--- config.mk ---
export PLATFORM = sky130hd
export DESIGN_NAME = rx_rs_gearbox
export DESIGN_NICKNAME = d
export VERILOG_FILES = /design/src/rtl/rx_rs_gearbox_pkg.sv /design/src/rtl/rx_link_fault_sm.sv /design/src/rtl/rx_rs_gearbox.sv
export SDC_FILE = /design/constraint.sdc
export NUM_CORES = 1
export LEC_CHECK = 0
export BUFFER_PORTS_ARGS = -buffer_cell sky130_fd_sc_hd__buf_2
export CORE_AREA = 2 2 100 102
export CTS_BUF_LIST = sky130_fd_sc_hd__clkbuf_4 sky130_fd_sc_hd__clkbuf_8
export CTS_CLUSTER_SIZE = 24
export DETAILED_ROUTE_END_ITERATION = 6
export DIE_AREA = 0 0 102 104
export GPL_ROUTABILITY_DRIVEN = 1
export PLACE_DENSITY = 0.78
export REMOVE_ABC_BUFFERS = 1
export SLEW_MARGIN = 40
export SYNTH_ARGS = -nofsm -noshare
export SYNTH_HDL_FRONTEND = slang
export SYNTH_SLANG_ARGS = --single-unit
--- constraint.sdc ---
create_clock -name rxclk_2x -period 2.6 [get_ports rxclk_2x]
set_input_delay 0.13 -clock rxclk_2x [delete_from_list [all_inputs] [get_ports rxclk_2x]]
set_output_delay 0.13 -clock rxclk_2x [all_outputs]
set_load 0.02 [all_outputs]
--- src/rtl/rx_rs_gearbox_pkg.sv ---
// Shared XGMII control characters, link-fault encodings and state types
// for the receive reconciliation front end.
package rx_rs_gearbox_pkg;

    localparam logic [7:0] XGMII_START    = 8'hFB;
    localparam logic [7:0] XGMII_PREAMBLE = 8'h55;
    localparam logic [7:0] XGMII_SEQ      = 8'h9C;
    localparam logic [7:0] LF_LOCAL       = 8'h01;
    localparam logic [7:0] LF_REMOTE      = 8'h02;

    typedef enum logic [1:0] {
        OK,
        LOCAL,
        REMOTE
    } lf_state_t;

    typedef enum logic {
        FT_LOCAL,
        FT_REMOTE
    } lf_type_t;

endpackage

--- src/rtl/rx_link_fault_sm.sv ---
// Link-fault sequence state machine: qualifies runs of same-type fault
// columns and holds the resulting fault state until a quiet window elapses.
module rx_link_fault_sm
    import rx_rs_gearbox_pkg::*;
#(
    parameter int LF_COUNT  = 4,
    parameter int LF_WINDOW = 128
) (
    input  logic     rxclk_2x,
    input  logic     reset,
    input  logic     fault_valid,
    input  lf_type_t fault_type,
    output logic     local_fault,
    output logic     remote_fault
);

    localparam int SEQ_W = $clog2(LF_COUNT + 1);
    localparam int COL_W = $clog2(LF_WINDOW + 1);
    localparam logic [SEQ_W-1:0] SEQ_MAX = SEQ_W'(LF_COUNT);
    localparam logic [COL_W-1:0] COL_MAX = COL_W'(LF_WINDOW);

    lf_state_t        state, state_next;
    lf_type_t         last_type, last_type_next;
    logic [SEQ_W-1:0] seq_cnt, seq_next;
    logic [COL_W-1:0] col_cnt, col_next;

    // NOTE: sequential state is updated with non-blocking assignments so every
    // register samples pre-edge values regardless of process ordering.
    always_ff @(posedge rxclk_2x or negedge reset) begin
        if (!reset) begin
            state     <= OK;
            last_type <= FT_LOCAL;
            seq_cnt   <= '0;
            col_cnt   <= '0;
        end else begin
            state     <= state_next;
            last_type <= last_type_next;
            seq_cnt   <= seq_next;
            col_cnt   <= col_next;
        end
    end

    // NOTE: every output of this block is defaulted first so no path leaves a
    // variable unassigned, which would otherwise infer a latch.
    always_comb begin
        state_next     = state;
        last_type_next = last_type;
        seq_next       = seq_cnt;
        col_next       = col_cnt;

        if (fault_valid) begin
            if (fault_type == last_type && col_cnt < COL_MAX) begin
                if (seq_cnt != SEQ_MAX) seq_next = seq_cnt + 1'b1;
            end else begin
                seq_next = SEQ_W'(1);
            end
            last_type_next = fault_type;
            col_next       = '0;
            // A type change in a fault state holds until the new type qualifies.
            if (seq_next == SEQ_MAX)
                state_next = (fault_type == FT_LOCAL) ? LOCAL : REMOTE;
        end else begin
            if (col_cnt != COL_MAX) col_next = col_cnt + 1'b1;
            if (col_next == COL_MAX) begin
                state_next = OK;
                seq_next   = '0;
            end
        end
    end

    assign local_fault  = (state == LOCAL);
    assign remote_fault = (state == REMOTE);

endmodule

--- src/rtl/rx_rs_gearbox.sv ---
// Receive reconciliation front end: classifies XGMII columns, assembles
// RATIO columns per output word with Start aligned to slot 0, tracks link fault.
module rx_rs_gearbox
    import rx_rs_gearbox_pkg::*;
#(
    parameter int RATIO     = 2,
    parameter int LF_COUNT  = 4,
    parameter int LF_WINDOW = 128
) (
    input  logic                  rxclk_2x,
    input  logic                  reset,
    input  logic [31:0]           rxd,
    input  logic [3:0]            rxc,
    output logic [32*RATIO-1:0]   rxd_out,
    output logic [4*RATIO-1:0]    rxc_out,
    output logic                  out_valid,
    output logic                  local_fault,
    output logic                  remote_fault
);

    logic     is_start;
    logic     is_fault;
    lf_type_t fault_type;

    always_comb begin
        is_start = (rxd[7:0] == XGMII_START) && rxc[0] &&
                   (rxd[15:8] == XGMII_PREAMBLE) && !rxc[1];
        is_fault = (rxc == 4'b0001) && (rxd[7:0] == XGMII_SEQ) &&
                   (rxd[23:8] == 16'h0000) &&
                   (rxd[31:24] == LF_LOCAL || rxd[31:24] == LF_REMOTE);
        fault_type = (rxd[31:24] == LF_REMOTE) ? FT_REMOTE : FT_LOCAL;
    end

    generate
        if (RATIO == 1) begin : g_pass
            always_ff @(posedge rxclk_2x or negedge reset) begin
                if (!reset) begin
                    rxd_out   <= '0;
                    rxc_out   <= '0;
                    out_valid <= 1'b0;
                end else begin
                    rxd_out   <= rxd;
                    rxc_out   <= rxc;
                    out_valid <= 1'b1;
                end
            end
        end else begin : g_gear
            localparam int PH_W = $clog2(RATIO);
            localparam logic [PH_W-1:0] LAST = PH_W'(RATIO - 1);

            logic [PH_W-1:0]          ph;
            logic [PH_W-1:0]          wr_slot;
            logic                     last_slot;
            logic [32*(RATIO-1)-1:0]  dbuf;
            logic [4*(RATIO-1)-1:0]   cbuf;

            // A Start restarts the word at slot 0, dropping any partial word.
            assign wr_slot   = is_start ? '0 : ph;
            assign last_slot = (wr_slot == LAST);

            always_ff @(posedge rxclk_2x or negedge reset) begin
                if (!reset) begin
                    ph        <= '0;
                    rxd_out   <= '0;
                    rxc_out   <= '0;
                    out_valid <= 1'b0;
                end else begin
                    out_valid <= last_slot;
                    ph        <= last_slot ? '0 : wr_slot + 1'b1;
                    if (last_slot) begin
                        rxd_out <= {rxd, dbuf};
                        rxc_out <= {rxc, cbuf};
                    end
                end
            end

            // NOTE: the slot buffer is deliberately not reset; ph restarts at 0,
            // so every slot is rewritten before it can reach the output.
            always_ff @(posedge rxclk_2x) begin
                if (!last_slot) begin
                    dbuf[32*wr_slot +: 32] <= rxd;
                    cbuf[4*wr_slot +: 4]   <= rxc;
                end
            end
        end
    endgenerate

    rx_link_fault_sm #(
        .LF_COUNT  (LF_COUNT),
        .LF_WINDOW (LF_WINDOW)
    ) u_link_fault (
        .rxclk_2x     (rxclk_2x),
        .reset        (reset),
        .fault_valid  (is_fault),
        .fault_type   (fault_type),
        .local_fault  (local_fault),
        .remote_fault (remote_fault)
    );

endmodule

==> reports/results.tsv, run 1 <==
metric	value	unit
r2r_start	u_link_fault.seq_cnt[0]	
routabilityCongestion	0.8296	
rows	36	
synth.avg_cell_area	12.30	µm²
synth_xor_area_share	1.184	%
stdcell_area	6778	µm²
clk_latency	0.42	ns
switching_share	20.89	%
layout_common_cells	nand2_1 (111), buf_2 (111), dfrtp_1 (88), dlygate4sd3_1 (37), edfxtp_1 (36)	
grt_overflow_total	0	
fmax	411.4	MHz
drv_slew	0	
rsz0062_at_grt	false	
fin_ws	0.1696	ns
cts_max_path_buffers	2	
drc	0	
clkPwrFrac	46.2	%
tns	0	ns
synth_mux_area_share	9.686	%
grt_first_pass_wirelength	18030	µm
first_pass_iters	4	
setup_viol	0	
cp-end-kind	flip-flop	
cts_num_sinks	124	
ios	113	
start_util	54.25	%
dpl.hpwl	7400	µm
drt_iter0_markers	175	
fin_skew	0.008629	ns
required	2.66	ns
netlist-cell-type-count	50	
grt_pass1_vias	3703	
cp-start-kind	primary input	
wl	11300	µm
hp-class	primary input to asynchronous set/reset pin	
vias_per_cell	5.135	
chipWidth	102	µm
p_seq_share	46.1	%
final_core_util	70.98	%
worst_slew_pin_slew	0.5799	ns
status	completed	
core	9549	µm²
antenna_cells	0	
dp_slack	0.3411	ns
synth_top_area_share	42.51	%
p_int	0.003599	W
drive_gt1_share	33.22	%
finalNetCount	622	
p_switching	0.0009503	W
grt_max_degree	54	
period_share	93.48	%
synth_top_family_by_area	simple AND/OR/NAND/NOR gates	
synth-compound-area-share	3.430	%
htree_levels	4	
synth_edf_count	36	
syn-instance-count	421	
worst-path-max-fanout	53	
syn-cell-area	5180	µm²
ys.flop_type	dfrtp_1	
vias	3728	
async_flop_share	70.97	%
cts.clk_slew.worst_paths	0.06	ns
critPathLaunch	rxd[9]	
max_slew_margin	61.34	%
period_needed	2.430	ns
p_leak	3.155	nW
place_area	5903	µm²
yosysSeqAreaShare	63.38	%
synthAdderAreaFrac	0.9662	%
antenna_found_initial	0	
fp.dieH	104	µm
netlist_top_cells_area	dfrtp_1 (43%), edfxtp_1 (21%), nand2_1 (8.0%)	
synth_warnings	0	
cts_tree	done	
io_buffers	112	
grt_usage	22.19	%
syn2layout_area_growth	30.85	%
wl_per_cell	15.56	µm
comb_power_share	7.8	%
arrival	2.49	ns
worst-setup-path-type	primary input to flip-flop	
finalHoldViolations	0	
ys_seq_elements	124	
cts_buffers	17	
antenna_left	0	
maxCapViolations	0	
root_buffer	clkbuf_8	
dieArea	10610	µm²
irDropWorstVdd	0.2947	mV
synth_top_area_cell	dfrtp_1	
yosys.area_share.simple	19.06	%
powerDensity	671.2	nW/µm²
-- stage by stage --
step	hold slack, ns	cells	total power (W)
after floorplan	-0.1656	405	0.002283
after global placement	0.1590	657	0.002432
after detailed placement	0.1630	657	0.002443
after global routing	0.2860	726	0.004707
final	0.2459	726	0.004549
after CTS	0.2525	726	0.004591
-- what timing repair did --
action	in CTS	in global routing
endpoints found under the hold margin	82	0
buffers inserted	0	0
hold buffers	37	0
gates resized for setup	0	0
endpoints found under the setup margin	0	0
-- synth_stat cells, types with 3 or more instances --
cell type  count
nor3_1         4
and3_1         5
xnor2_1        3
buf_2          5
nor2b_1        4
nand2_1      111
a21oi_1        3
nand3_1        6
nor4_1         6
edfxtp_1      36
dfrtp_1       88
mux2_2        17
inv_1          8
xor2_1         4
nor4b_1        3
and2_1        34
clkbuf_1       8
mux2_4        20
nor2_1        10
nand4_1        5
ha_1           4
-- cells by family (layout without fill, tap and decap cells) --
| group | after synthesis | in the layout |
|---|---|---|
| AND/OR/NAND/NOR | 202 | 202 |
| flip-flops | 124 | 124 |
| multiplexers | 38 | 38 |
| buffers and inverters | 25 | 197 |
| AO/OA/AOI/OAI | 21 | 21 |
| XOR/XNOR | 7 | 7 |
| adder cells (fa/ha/maj) | 4 | 4 |
-- sequential cells by signal, summed over array words and instances, names as in the netlist --
register and count:
u_link_fault.col_cnt 8, rxd_out 64, u_link_fault.last_type 1, g_gear.ph 1
u_link_fault.seq_cnt 3, out_valid 1, g_gear.cbuf 4, u_link_fault.state 2
g_gear.dbuf 32, rxc_out 8
-- final timing paths --
check                                             end  slack (ns)  cells after the start
worst max register to register  u_link_fault.state[1]        0.34                      7
max in group asynchronous                   g_gear.ph        1.68                      3
worst min register to register            rxd_out[44]        0.47                      2
worst min-delay path                      rxd_out[16]        0.25                      2
min in group rxclk_2x                     rxd_out[44]        0.47                      2
worst max-delay path                  g_gear.dbuf[31]        0.17                      6
-- worst max-delay path, cell delays in order --
cell and delay, ns:
dlygate4sd3_1 0.54, buf_2 0.14, nor4_2 0.37, nand4b_2 0.27
o41ai_4 0.51, buf_4 0.51
-- routing by layer --
layer	track usage (%)	routed length (µm)	vias to the layer above
met4	6.571	162	0
met1	28.98	4810	1839
met3	6.653	536	16
li1	-	-	1763
met2	35.81	5786	110
met5	0	0	-
-- power by group through the flow --
stage / Combinational, W / Clock [W] / Sequential, W
4_1_cts: 0.000355 / 0.00214 / 0.00210
5_1_grt: 0.000384 / 0.00222 / 0.00210
6_report: 0.000353 / 0.00210 / 0.00210
3_5_place_dp: 0.000310 / 0 / 0.00213
3_3_place_gp: 0.000302 / 0 / 0.00213
2_1_floorplan: 0.0000799 / 0 / 0.00220
-- layout make-up --
type                    count  area [µm²]
clock buffers              20       262.8
clock inverters            12       241.5
fillers                   637        2771
inverters                   9       35.03
multi-input cells         272        1778
flip-flops and latches    124        3283
well taps                 133       166.4
repair buffers            156        1011
No activity file was read; power rests on OpenSTA's default activity.
==> inputs of run 2 (changes only) <==
--- a/config.mk
+++ b/config.mk
@@ -12,6 +12,7 @@
 export DETAILED_ROUTE_END_ITERATION = 6
 export DIE_AREA = 0 0 102 104
 export GPL_ROUTABILITY_DRIVEN = 1
+export GPL_TIMING_DRIVEN = 0
 export PLACE_DENSITY = 0.78
 export REMOVE_ABC_BUFFERS = 1
 export SLEW_MARGIN = 40
==> run 2 against run 1 <==
Compared with the run above: total power shrank 5.3%; clock power shrank 12%; wire length grew 3.4%; hold slack lost 0.21 ns; largest cell class unchanged.
==> reports/results.tsv, run 2 (synthesis results as in run 1) <==
metric	value	unit	change
comb_power_share	8.3	%	+0.5 points
cts_buffers	17		unchanged
met3WireLength	615	µm	+15%
maxCapViolations	0		unchanged
powerDensity	633.2	nW/µm²	-5.7%
cp-start-kind	flip-flop		
first_pass_iters	4		unchanged
antenna_cells	0		unchanged
period_share	88.77	%	-4.7 points
worst-setup-path-type	flip-flop to flip-flop		
drt_iter0_markers	298		+70%
wl_per_cell	15.93	µm	+2.4%
clk_latency	0.42	ns	about the same
hp-class	primary input to flip-flop		
largestRegisters	rxd_out (64), g_gear.dbuf (32)		
cts.clk_slew.worst_paths	0.07	ns	about the same
crit_chain	inv_1, ha_1, or3b_2, a311oi_1, o21ai_0, nor4_1, a31o_2		
required	2.97	ns	+0.31 ns
arrival	2.68	ns	+0.19 ns
ios	113		unchanged
drive_gt1_share	34.00	%	+0.78 points
core	9549	µm²	unchanged
period_needed	2.308	ns	-0.1225 ns
cp-end-kind	flip-flop		
grt_first_pass_wirelength	19140	µm	+6.2%
wl	11680	µm	+3.4%
dieArea	10610	µm²	unchanged
cts_max_path_buffers	2		unchanged
io_buffers	112		unchanged
vias	3808		+2.1%
wl_met1	4813	µm	about the same
dpl.hpwl	7605	µm	+2.8%
largest_register_ff_count	64		unchanged
start_util	54.25	%	unchanged
fin_skew	0.004972	ns	-0.003657 ns
critPathSlowestCell	or3b_2		
grt_overflow_total	0		unchanged
status	completed		
layout_common_cells	nand2_1 (111), buf_2 (111), dfrtp_1 (88), dlygate4sd3_1 (38), edfxtp_1 (36)		
tns	0	ns	unchanged
rsz0062_at_grt	false		
rows	36		unchanged
grt_max_degree	58		+7.4%
routed.top_layer	met4		
grt_usage	23.63	%	+1.4 points
drv_slew	0		unchanged
post_cts_resized	0		unchanged
antenna_left	0		unchanged
clkPwrFrac	43.0	%	-3.2 points
regToRegSetupSlack	0.29	ns	-0.05 ns
vias_per_cell	5.195		+1.2%
p_switching	0.0009578	W	+0.79%
wl_met2	5992	µm	+3.6%
setup_viol	0		unchanged
grt_pass1_vias	3962		+7.0%
max_slew_margin	55.58	%	-5.8 points
syn2layout_area_growth	31.33	%	
fmax	433.3	MHz	+5.3%
cts_num_sinks	124		unchanged
fin_total_pwr	0.004308	W	-5.3%
drc	0		unchanged
switching_share	22.24	%	+1.3 points
root_buffer	clkbuf_8		
finalHoldViolations	0		unchanged
top_register	rxd_out		
finalNetCount	629		+1.1%
routabilityCongestion	0.8320		+0.29%
fp.dieH	104	µm	unchanged
chipWidth	102	µm	unchanged
irDropWorstVdd	0.3060	mV	+3.8%
critPathTopFamily	simple AND/OR/NAND/NOR gates		
path_buf_inv	1		-2
antenna_found_initial	0		unchanged
htree_levels	4		unchanged
worst-path-max-fanout	6		-89%
cts_tree	done		
p_seq_share	48.7	%	+2.6 points
p_leak	3.152	nW	about the same
cpPeakStageDelay	0.47	ns	-0.07 ns
worst_slew_pin_slew	0.6627	ns	+0.08278 ns
p_int	0.003350	W	-6.9%
## run 2: worst paths after layout
kind                                    startpoint  depth (start not counted)                 endpoint
max reg2reg                u_link_fault.seq_cnt[0]                          7    u_link_fault.state[1]
max in group asynchronous                    reset                          3  u_link_fault.col_cnt[3]
min reg2reg                            rxd_out[35]                          2              rxd_out[35]
min                                         rxc[1]                          2           g_gear.cbuf[1]
min in group asynchronous                    reset                          2              rxd_out[16]
max                        u_link_fault.seq_cnt[0]                          7    u_link_fault.state[1]
## run 2: power groups by stage
stage               sequential [W]  clock (W)  combinational, W
finish                     0.00210    0.00185          0.000360
global placement           0.00213          0          0.000299
detailed placement         0.00213          0          0.000313
global route               0.00210    0.00197          0.000390
CTS                        0.00209    0.00188          0.000358
floorplan                  0.00220          0         0.0000799
## run 2: cell type report
class	count	area, µm²
sequential	124	3283
clock buffer	21	282.8
timing repair buffer	163	1089
clock inverter	11	165.2
fill	674	2746
multi-input combinational	272	1778
tap	133	166.4
inverter	9	38.79
## run 2: stage by stage
step	util [%]	cell area, µm²	std cells	setup WS (ns)	hold slack [ns]
after floorplan	-	5095	405	-2.860	-0.1656
after global placement	60.97	5822	650	-5.180	0.3484
after detailed placement	62.49	5967	662	-0.3983	0.03243
after CTS	71.16	6795	732	0.03677	0.003063
after global routing	71.24	6803	733	0.1321	0.03894
final	71.24	6803	733	0.2921	0.03392
## run 2: repair_timing
item | in CTS | in global routing
endpoints found under the setup margin | 0 | 27
hold endpoints to repair | 127 | 0
setup buffers | 0 | 1
hold buffers | 38 | 0
## run 2: metal layers
layer | GRT usage [%] | up-vias
met5 | 0 | -
met4 | 9.143 | 0
met3 | 6.519 | 30
met2 | 38.96 | 123
met1 | 29.42 | 1880
li1 | - | 1775
==> inputs of run 3 (changes only) <==
--- a/config.mk
+++ b/config.mk
@@ -5,12 +5,13 @@
 export SDC_FILE = /design/constraint.sdc
 export NUM_CORES = 1
 export LEC_CHECK = 0
+export ABC_CLOCK_PERIOD_IN_PS = 2600
 export BUFFER_PORTS_ARGS = -buffer_cell sky130_fd_sc_hd__buf_2
-export CORE_AREA = 2 2 100 102
+export CORE_AREA = 2 2 101 103
 export CTS_BUF_LIST = sky130_fd_sc_hd__clkbuf_4 sky130_fd_sc_hd__clkbuf_8
 export CTS_CLUSTER_SIZE = 24
 export DETAILED_ROUTE_END_ITERATION = 6
-export DIE_AREA = 0 0 102 104
+export DIE_AREA = 0 0 103 105
 export GPL_ROUTABILITY_DRIVEN = 1
 export GPL_TIMING_DRIVEN = 0
 export PLACE_DENSITY = 0.78
@@ -18,4 +19,5 @@
 export SLEW_MARGIN = 40
 export SYNTH_ARGS = -nofsm -noshare
 export SYNTH_HDL_FRONTEND = slang
+export SYNTH_HIERARCHICAL = 1
 export SYNTH_SLANG_ARGS = --single-unit
==> run 3 against run 2 <==
Compared with the run above: first-iteration DRC count is 56% lower; via count is 10% lower; sequential power hardly changed.
==> reports/results.tsv, run 3 <==
metric	value	unit	change
r2r_start	g_gear.ph		
drive_gt1_share	44.91	%	+11 points
yosys.area_share.simple	10.71	%	-8.3 points
clk_latency	0.44	ns	+0.02 ns
dp_slack	0.06250	ns	+0.4608 ns
dieArea	10820	µm²	+2.0%
grt_first_pass_wirelength	17970	µm	-6.1%
grt_overflow_total	0		unchanged
cpPeakStageDelay	0.56	ns	+0.09 ns
synth.avg_cell_area	14.99	µm²	+22%
place_area	6085	µm²	+2.0%
cp-end-kind	flip-flop		
chipWidth	103	µm	+0.98%
critPathLaunch	rxd[13]		
io_buffers	112		unchanged
arrival	2.85	ns	+0.17 ns
largest_register_ff_count	64		unchanged
rows	36		unchanged
drv_slew	0		unchanged
vias_per_cell	5.169		-0.50%
worst_slew_pin_slew	0.4749	ns	-0.1878 ns
syn-instance-count	353		-16%
synth-compound-area-share	3.926	%	+0.50 points
antenna_left	0		unchanged
grt_usage	22.13	%	-1.5 points
grt_pass1_vias	3558		-10%
whs	0.1313	ns	+0.09742 ns
regToRegSetupSlack	0.38	ns	+0.09 ns
routabilityCongestion	0.8034		-3.4%
largestRegisters	rxd_out (64), g_gear.dbuf (32)		
synth_warnings	6		+6
maxCapViolations	0		unchanged
ios	113		unchanged
synth_xor_area_share	1.490	%	+0.31 points
irDropWorstVdd	0.3153	mV	+3.1%
fin_skew	0.01252	ns	+0.007546 ns
cp-start-kind	primary input		
grt_max_degree	56		-3.4%
p_leak	3.168	nW	+0.50%
netlist-cell-type-count	49		-2.0%
fin_ws	0.07674	ns	-0.2153 ns
final_core_util	71.69	%	+0.45 points
dpl.hpwl	7198	µm	-5.4%
drt_iter0_markers	132		-56%
final_common_cell	buf_2		
finalNetCount	559		-11%
status	completed		
synth_edf_count	36		unchanged
crit_chain	dlygate4sd3_1, buf_2, or4b_1, or4_4, nor4_4, buf_4, o2111a_1, nand2_1, o211a_1		
finalHoldViolations	0		unchanged
hp-class	primary input to asynchronous set/reset pin		
synth_top_area_share	41.63	%	-0.88 points
layout_common_cells	buf_2 (112), dfrtp_1 (88), mux2_4 (46), nor2b_1 (38), dlygate4sd3_1 (38)		
synthAdderAreaFrac	0.9461	%	-0.020 points
synth_common_cells	dfrtp_1 (88), mux2_4 (46), nor2b_1 (38)		
top_register	rxd_out		
r2r_end	rxd_out[25]		
root_buffer	clkbuf_8		
powerDensity	616.6	nW/µm²	-2.6%
stdcell_area	6910	µm²	+1.6%
vias	3427		-10%
cts_tree	done		
ys.flop_type	dfrtp_1		
max_slew_margin	68.10	%	+13 points
critPathSlowestCell	or4b_1		
cts_num_sinks	124		unchanged
synth_mux_area_share	17.95	%	+8.3 points
wl_per_cell	16.88	µm	+6.0%
required	2.93	ns	-0.04 ns
period_share	97.05	%	+8.3 points
cts_max_path_buffers	2		unchanged
synth_top_area_cell	dfrtp_1		
start_util	54.88	%	+0.64 points
n_fill_cell	625		-7.3%
antenna_cells	0		unchanged
setup_viol	0		unchanged
cts.clk_slew.worst_paths	0.08	ns	about the same
period_needed	2.523	ns	+0.2153 ns
yosysMostFrequentCell	dfrtp_1		
ys_seq_elements	124		unchanged
antenna_found_initial	0		unchanged
cts_setup_buffers	0		unchanged
fp.dieH	105	µm	+0.96%
drc	0		unchanged
async_flop_share	70.97	%	unchanged
wl	11190	µm	-4.2%
first_pass_iters	4		unchanged
synth_top_family_by_area	multiplexers		
tns	0	ns	unchanged
htree_levels	4		unchanged
cts_buffers	17		unchanged
fmax	396.3	MHz	-8.5%
syn2layout_area_growth	30.63	%	
yosysSeqAreaShare	62.06	%	-1.3 points
r2r.worst_path.cells	7		unchanged
syn-cell-area	5290	µm²	+2.1%
worst-setup-path-type	primary input to flip-flop		
worst-path-max-fanout	8		+2
core	9639	µm²	+0.94%
netlist_top_cells_area	dfrtp_1 (42%), edfxtp_1 (20%), mux2_4 (13%)		
## run 3: changes by cell type after synthesis, sizes merged, moves of 4 or more
cell and delta:
nor2b +34, and2 -33, mux2 +32, xnor2 +4, and3 -4, nand2 -101
## run 3: what timing repair did
action	4_1_cts	5_1_grt
endpoints found under the setup margin	0	50
endpoints found under the hold margin	130	0
gates resized for setup	0	6
hold buffers	38	0
## run 3: how the worst max path moves through the flow
stage / end / cells after the start
final: u_link_fault/state[0] / 9
after global routing: u_link_fault/state[0] / 9
after CTS: u_link_fault/state[0] / 9
after detailed placement: u_link_fault/state[0] / 8
after global placement: g_gear.dbuf[22] / 5
after floorplan: g_gear.cbuf[0] / 4
## run 3: metrics by stage
step,power (W),cells
global route,0.004417,663
global placement,0.002454,582
finish,0.004261,663
floorplan,0.002312,337
detailed placement,0.002472,593
CTS,0.004288,663
## run 3: cell families after synthesis
| family | Yosys count |
|---|---|
| buf+inv | 27 |
| mux | 69 |
| compound gates | 25 |
| xor+xnor | 9 |
| simple gates | 95 |
| flops | 124 |
| fa+ha+maj | 4 |
## run 3: worst max-delay path: cells and delay by family
family | cells | cell delay, ns
AO/OA/AOI/OAI | 2 | 0.39
AND/OR/NAND/NOR | 4 | 1.44
buffers and inverters | 3 | 0.88
## run 3: layout make-up
| class | count | area (µm²) | area share [%] |
|---|---|---|---|
| flip-flops and latches | 124 | 3283 | 47.51 |
| clock buffers | 19 | 255.2 | 3.694 |
| inverters | 11 | 46.29 | 0.6699 |
| repair buffers | 161 | 1100 | 15.92 |
| clock inverters | 13 | 163.9 | 2.372 |
| multi-input cells | 202 | 1896 | 27.43 |
| well taps | 133 | 166.4 | 2.408 |
## run 3: per-layer routing
layer  vias to the layer above  track usage, %  wire (µm)  share of wire (%)
met2                        90           36.73       5833                 52
met1                      1720           26.58       4625                 41
met4                         0           7.801        248                2.2
met3                        23           7.559        482                4.3
met5                         -               0          0                  0
li1                       1594               -          -                  -
## run 3: power breakdown
part	internal [W]	total, W	leakage (nW)	switching (W)
clock network	0.000990	0.00178	0.210	0.000789
logic	0.000174	0.000359	1.59	0.000186
registers	0.00208	0.00212	1.37	0.0000398
total	0.00325	0.00426	3.17	0.00101
